[src/rtl/mux_bus_arbiter.sv]
// Round-robin arbiter driving the select and one-hot grant of a shared 32-bit bus mux,
// with a valid/ready burst handshake. Optional stall watchdog: define ARB_WATCHDOG_EN.
module mux_bus_arbiter #(
    parameter int NUM_REQ   = 32,
    parameter int SEL_W     = 5,
    parameter int MAX_BURST = 4
) (
    input  logic               CLK,
    input  logic               RST,
    input  logic [NUM_REQ-1:0] REQ,
    input  logic [NUM_REQ-1:0] LAST,
    input  logic               OUT_READY,
    output logic [SEL_W-1:0]   SEL,
    output logic [NUM_REQ-1:0] GNT,
    output logic               OUT_VALID,
    output logic               BUSY,
    output logic               TIMEOUT
);

    typedef enum logic [0:0] {
        ST_IDLE  = 1'b0,
        ST_GRANT = 1'b1
    } state_t;

    // Returns {found, index} of the first set request at or after ptr, wrapping at NUM_REQ.
    function automatic logic [SEL_W:0] rr_pick(input logic [NUM_REQ-1:0] req,
                                               input logic [SEL_W-1:0]   ptr);
        logic             found;
        logic [SEL_W-1:0] pick;
        int               idx;
        found = 1'b0;
        pick  = {SEL_W{1'b0}};
        for (int i = 0; i < NUM_REQ; i++) begin
            idx = int'(ptr) + i;
            if (idx >= NUM_REQ) begin
                idx = idx - NUM_REQ;
            end else begin
                idx = idx;
            end
            if (!found && 1'(req >> idx)) begin
                found = 1'b1;
                pick  = SEL_W'(idx);
            end else begin
                found = found;
            end
        end
        return {found, pick};
    endfunction

    state_t             state_q, state_d;
    logic [SEL_W-1:0]   ptr_q, ptr_d;
    logic [SEL_W-1:0]   sel_q, sel_d;
    logic [NUM_REQ-1:0] gnt_q, gnt_d;
    logic               busy_q, busy_d;
    logic [3:0]         cnt_q, cnt_d;

    logic [SEL_W:0]     pick_s;
    logic               req_sel_s;
    logic               last_sel_s;
    logic               valid_s;
    logic               beat_s;
    logic               release_s;
    logic [SEL_W-1:0]   ptr_next_s;

`ifdef ARB_WATCHDOG_EN
    logic [3:0]         stall_q, stall_d;
    logic               timeout_q, timeout_d;
`endif

    assign pick_s     = rr_pick(REQ, ptr_q);
    assign req_sel_s  = 1'(REQ >> sel_q);
    assign last_sel_s = 1'(LAST >> sel_q);
    assign valid_s    = busy_q & req_sel_s;
    assign beat_s     = valid_s & OUT_READY;
    assign ptr_next_s = (sel_q == SEL_W'(NUM_REQ - 1)) ? {SEL_W{1'b0}} : sel_q + SEL_W'(1);

    // Next-state logic: arbitration in IDLE, beat counting and release in GRANT.
    always_comb begin
        state_d   = state_q;
        ptr_d     = ptr_q;
        sel_d     = sel_q;
        gnt_d     = gnt_q;
        busy_d    = busy_q;
        cnt_d     = cnt_q;
        release_s = 1'b0;
`ifdef ARB_WATCHDOG_EN
        stall_d   = stall_q;
        timeout_d = 1'b0;
`endif
        case (state_q)
            ST_IDLE: begin
                if (pick_s[SEL_W]) begin
                    sel_d   = pick_s[SEL_W-1:0];
                    gnt_d   = {{(NUM_REQ-1){1'b0}}, 1'b1} << pick_s[SEL_W-1:0];
                    busy_d  = 1'b1;
                    cnt_d   = 4'd0;
                    state_d = ST_GRANT;
`ifdef ARB_WATCHDOG_EN
                    stall_d = 4'd0;
`endif
                end else begin
                    state_d = ST_IDLE;
                end
            end
            ST_GRANT: begin
                if (!req_sel_s) begin
                    release_s = 1'b1;
`ifdef ARB_WATCHDOG_EN
                end else if (stall_q == 4'd15) begin
                    // Watchdog release behaves like a withdrawal, flagged by TIMEOUT.
                    release_s = 1'b1;
                    timeout_d = 1'b1;
`endif
                end else if (beat_s) begin
                    cnt_d = cnt_q + 4'd1;
                    if (last_sel_s || (cnt_q + 4'd1 == 4'(MAX_BURST))) begin
                        release_s = 1'b1;
                    end else begin
                        release_s = 1'b0;
                    end
                end else begin
                    release_s = 1'b0;
                end
`ifdef ARB_WATCHDOG_EN
                if (beat_s) begin
                    stall_d = 4'd0;
                end else if (valid_s && !OUT_READY) begin
                    stall_d = stall_q + 4'd1;
                end else begin
                    stall_d = stall_q;
                end
`endif
                if (release_s) begin
                    ptr_d   = ptr_next_s;
                    gnt_d   = {NUM_REQ{1'b0}};
                    busy_d  = 1'b0;
                    state_d = ST_IDLE;
                end else begin
                    state_d = ST_GRANT;
                end
            end
            default: begin
                state_d = ST_IDLE;
                gnt_d   = {NUM_REQ{1'b0}};
                busy_d  = 1'b0;
            end
        endcase
    end

    // State registers with synchronous reset; reset abandons any burst in progress.
    always_ff @(posedge CLK) begin
        if (RST) begin
            state_q   <= ST_IDLE;
            ptr_q     <= {SEL_W{1'b0}};
            sel_q     <= {SEL_W{1'b0}};
            gnt_q     <= {NUM_REQ{1'b0}};
            busy_q    <= 1'b0;
            cnt_q     <= 4'd0;
`ifdef ARB_WATCHDOG_EN
            stall_q   <= 4'd0;
            timeout_q <= 1'b0;
`endif
        end else begin
            state_q   <= state_d;
            ptr_q     <= ptr_d;
            sel_q     <= sel_d;
            gnt_q     <= gnt_d;
            busy_q    <= busy_d;
            cnt_q     <= cnt_d;
`ifdef ARB_WATCHDOG_EN
            stall_q   <= stall_d;
            timeout_q <= timeout_d;
`endif
        end
    end

    assign SEL       = sel_q;
    assign GNT       = gnt_q;
    assign BUSY      = busy_q;
    assign OUT_VALID = valid_s;
`ifdef ARB_WATCHDOG_EN
    assign TIMEOUT   = timeout_q;
`else
    assign TIMEOUT   = 1'b0;
`endif

endmodule
[config.mk]
export PLATFORM = sky130hd
export DESIGN_NAME = mux_bus_arbiter
export DESIGN_NICKNAME = d
export VERILOG_FILES = /design/src/rtl/mux_bus_arbiter.sv
export SDC_FILE = /design/constraint.sdc
export NUM_CORES = 1
export LEC_CHECK = 0
export CORE_ASPECT_RATIO = 0.5
export CORE_MARGIN = 2
export CORE_UTILIZATION = 55
export CTS_BUF_LIST = sky130_fd_sc_hd__clkbuf_2
export CTS_CLUSTER_DIAMETER = 30
export DETAILED_ROUTE_END_ITERATION = 10
export PLACE_DENSITY = 0.78
export SYNTH_ARGS = -nofsm -noshare
export SYNTH_HDL_FRONTEND = slang
export SYNTH_SLANG_ARGS = --single-unit
[constraint.sdc]
create_clock -name CLK -period 5.15 [get_ports CLK]
set_input_delay 0.7725 -clock CLK [delete_from_list [all_inputs] [get_ports CLK]]
set_output_delay 0.7725 -clock CLK [all_outputs]
set_load 0.03 [all_outputs]
==> impl_metrics.py <==
metrics = {
    "place": {
        "port-buffer-count": 105,
        "dp.cells": 1593,
        "hpwl_um": 35610,
        "place_congestion": 1.112,
    },
    "grt": {
        "grt_max_degree": 70,
        "grt_usage_pct": 43.79,
        "grt_pass1_vias": 10727,
        "antenna_found_initial": 0,
        "grt_overflow": 0,
        "grt_pass1_wl_um": 66010,
    },
    "power_and_ir_drop": {
        "p_leak_nw": 4.696,
        "p_int_mw": 3.378,
        "p_per_area_mw_per_mm2": 588.9,
        "clockPowerShare_pct": 3.4,
        "p_sw_share_pct": 55.85,
        "combPwrFrac_pct": 89.8,
        "p_sw_mw": 4.272,
        "irDropWorstVdd_uv": 253.8,
        "seq_power_share_pct": 6.8,
    },
    "floorplan": {
        "die_w_um": 198.6,
        "dieArea_mm2": 0.02013,
        "io_pins": 107,
        "placementRows": 35,
        "start_util_pct": 56.38,
        "die_h_um": 101.3,
        "core-area_mm2": 0.01848,
    },
    "drt": {
        "vias": 11664,
        "finalWirelength_um": 44560,
        "drcViolationCount": 0,
        "wl_per_cell_um": 27.81,
        "viasPerCell": 7.281,
        "drt_iter0_drc": 1905,
        "first_pass_iters": 6,
        "detail-route-antenna-nets": 0,
    },
    "clock_tree": {
        "cts_buffers": 5,
        "path_clk_slew_ns": 0.27,
        "clock-root-buffer": "clkbuf_2",
        "clockBufferDepth": 2,
        "htreeDepth": 2,
        "clock-sinks": 48,
        "clock_latency_ns": 0.44,
        "cts_tree": "yes",
        "cts_hold_buf": 0,
    },
    "timing": {
        "max_freq_mhz": 197.3,
        "setup_viol": 0,
        "clock_skew_ns": 0.03067,
        "slew_headroom_pct": 48.69,
        "finalHoldViolCount": 0,
        "min_period_over_period_pct": 98.40,
        "finalCriticalPeriod_ns": 5.068,
        "maxSlewViolCount": 0,
        "worstMarginPinSlew_ns": 0.7628,
        "fin_hold_ws_ns": 0.4735,
    },
    "worst_setup_path": {
        "worstSetupStartpointType": "register",
        "reg2reg_from": "ptr_q[2]$_SDFFE_PP0P_",
        "reg2reg_to": "GNT[14]$_SDFFE_PP0P_",
        "arrival_ns": 5.43,
        "reg2regPathDepth": 16,
        "slowest_stage": "mux4_2",
        "path_cells": "buf_12 > ha_2 > xor2_1 > buf_4 > mux4_2 > o22ai_1 > a31oi_1 > buf_4 > a21oi_1 > o21ai_0 > a21oi_1 > a311oi_1 > or4_4 > a211oi_4 > nand3_2 > o31ai_2",
        "worstSetupPathType": "reg2reg",
        "critPathMaxStageDelay_ns": 0.57,
        "cp.required_ns": 5.51,
        "cp_max_fo": 30,
        "rrSetupSlack_ns": 0.08,
        "end_kind": "register",
    },
    "logic_synthesis": {
        "synth_nets": 1219,
        "synth.cell_area_mm2": 0.01042,
        "yosysUniqueCellTypes": 114,
        "yosysWarningCount": 0,
        "postSynth.asyncResetShare_pct": 0,
        "yosys.area.top_type_share_pct": 25.08,
        "synth_common_cells": "nand2_1 (131), mux4_2 (116), mux2i_1 (71)",
        "synth.area.top_cells": "mux4_2 (25%), dfxtp_1 (9.2%), mux2i_1 (6.8%), nand2_1 (4.7%), mux2_2 (2.8%)",
        "synth-edff-count": 0,
        "yosysTopAreaCell": "mux4_2",
        "yosysSeqAreaShare_pct": 9.223,
        "ys.flop_type": "dfxtp_1",
        "synth.most_common_cell": "nand2_1",
        "avgSynthCellArea_um2": 9.180,
        "synth.ff_latch_count": 48,
        "syn_inst": 1135,
    },
    "final_layout": {
        "drive_gt1_share_pct": 33.51,
        "final_nets": 1426,
        "area_delta_synth_final_pct": 24.69,
        "regArea_um2": 973.4,
        "n_antenna_cell": 0,
        "multi_input_area_mm2": 0.008892,
        "fillers": 1415,
        "stdcell_count": 1602,
    },
    "worst_hold_path": {
        "hold-path-endpoint": "GNT[25]$_SDFFE_PP0P_",
        "min_delay_path_depth": 2,
        "hold_path_class": "reg2reg",
        "min-delay-start": "GNT[25]$_SDFFE_PP0P_",
    },
    "job": {
        "cap_violations": 0,
    },
    "run_status": {
        "status": "finished, final reports clean",
    },
}
## repair_timing
item                       in CTS  in global routing
gates resized for setup         0                 29
buffers inserted                0                  1
setup endpoints to repair       0                 36
## metal layers
metal | global-route usage (%) | vias up | routed length [um]
met5 | 0 | - | 0
li1 | - | 4928 | -
met4 | 15.15 | 0 | 1943
met1 | 60.35 | 5568 | 17300
met3 | 12.89 | 165 | 6723
met2 | 66.00 | 1003 | 18590
## stage by stage
step	utilization, %	area [um^2]	setup TNS, ns	total power, mW	setup WS (ns)
after floorplan	-	10420	0	4.570	0.02788
after global placement	69.01	12750	-1.181	6.908	-0.1488
after detailed placement	69.01	12750	-2.445	6.961	-0.1652
after CTS	69.52	12850	0	7.244	0.04932
after global routing	70.30	12990	-0.01007	7.914	-0.01007
final	70.30	12990	0	7.650	0.08249
## sequential cells by signal, indices dropped and copies added (netlist names)
name,count
GNT,32
SEL,5
ptr_q,5
cnt_q,4
BUSY,1
state_q,1
## layout by cell type, fill, tap and decap left out, types with 21 or more instances in the layout
master	synthesis	final
a21oi_1	46	45
buf_4	12	188
clkdlybuf4s50_1	0	105
dfxtp_1	48	44
mux2_2	26	26
mux2i_1	71	61
mux4_2	116	116
nand2_1	131	130
nand3_1	51	51
nor2_1	69	68
o21ai_0	51	51
o31ai_1	24	24
xnor2_1	23	21
## power groups by stage
stage | combinational (mW) | clock [mW] | sequential, mW
2_1_floorplan | 4.05 | 0 | 0.521
3_3_place_gp | 6.39 | 0 | 0.519
3_5_place_dp | 6.44 | 0 | 0.521
4_1_cts | 6.47 | 0.263 | 0.515
5_1_grt | 7.11 | 0.276 | 0.527
6_report | 6.87 | 0.264 | 0.520
## worst max-delay path, delay by kind of cell (launching register included)
family          cells  cell delay (ns)
compound gates      8             1.96
buf+inv             3             0.78
simple gates        2             0.76
mux                 1             0.57
flops               1             0.43
fa+ha+maj           1             0.31
xor+xnor            1             0.16
## area by class of cell
class	instances	area share, %
clock buffers	5	0.1926
flip-flops and latches	48	7.493
inverters	18	0.5201
multi-input cells	966	68.45
well taps	259	2.494
clock inverters	3	0.5297
repair buffers	303	20.32
## logic make-up (layout without fill, tap and decap cells)
group | after synthesis | after routing | synth area share [%]
AO/OA/AOI/OAI | 289 | 289 | 21.10
XOR/XNOR | 35 | 35 | 3.375
adder cells (fa/ha/maj) | 17 | 17 | 2.042
buffers and inverters | 121 | 329 | 6.641
flip-flops | 48 | 48 | 9.223
multiplexers | 234 | 234 | 37.53
other | 1 | 1 | 0.03599
AND/OR/NAND/NOR | 390 | 390 | 20.06
## how the worst max path moves through the flow
stage | startpoint | endpoint | slack (ns) | depth (start not counted)
3_3_place_gp | REQ[4] | GNT[23]$_SDFFE_PP0P_ | -0.15 | 14
5_1_grt | ptr_q[2]$_SDFFE_PP0P_ | GNT[11]$_SDFFE_PP0P_ | -0.01 | 18
6_report | ptr_q[2]$_SDFFE_PP0P_ | GNT[14]$_SDFFE_PP0P_ | 0.08 | 16
2_1_floorplan | ptr_q[1]$_SDFFE_PP0P_ | GNT[14]$_SDFFE_PP0P_ | 0.03 | 19
3_5_place_dp | REQ[4] | GNT[31]$_SDFFE_PP0P_ | -0.17 | 14
4_1_cts | ptr_q[1]$_SDFFE_PP0P_ | GNT[14]$_SDFFE_PP0P_ | 0.05 | 16
(Power assumes the default switching activity.)
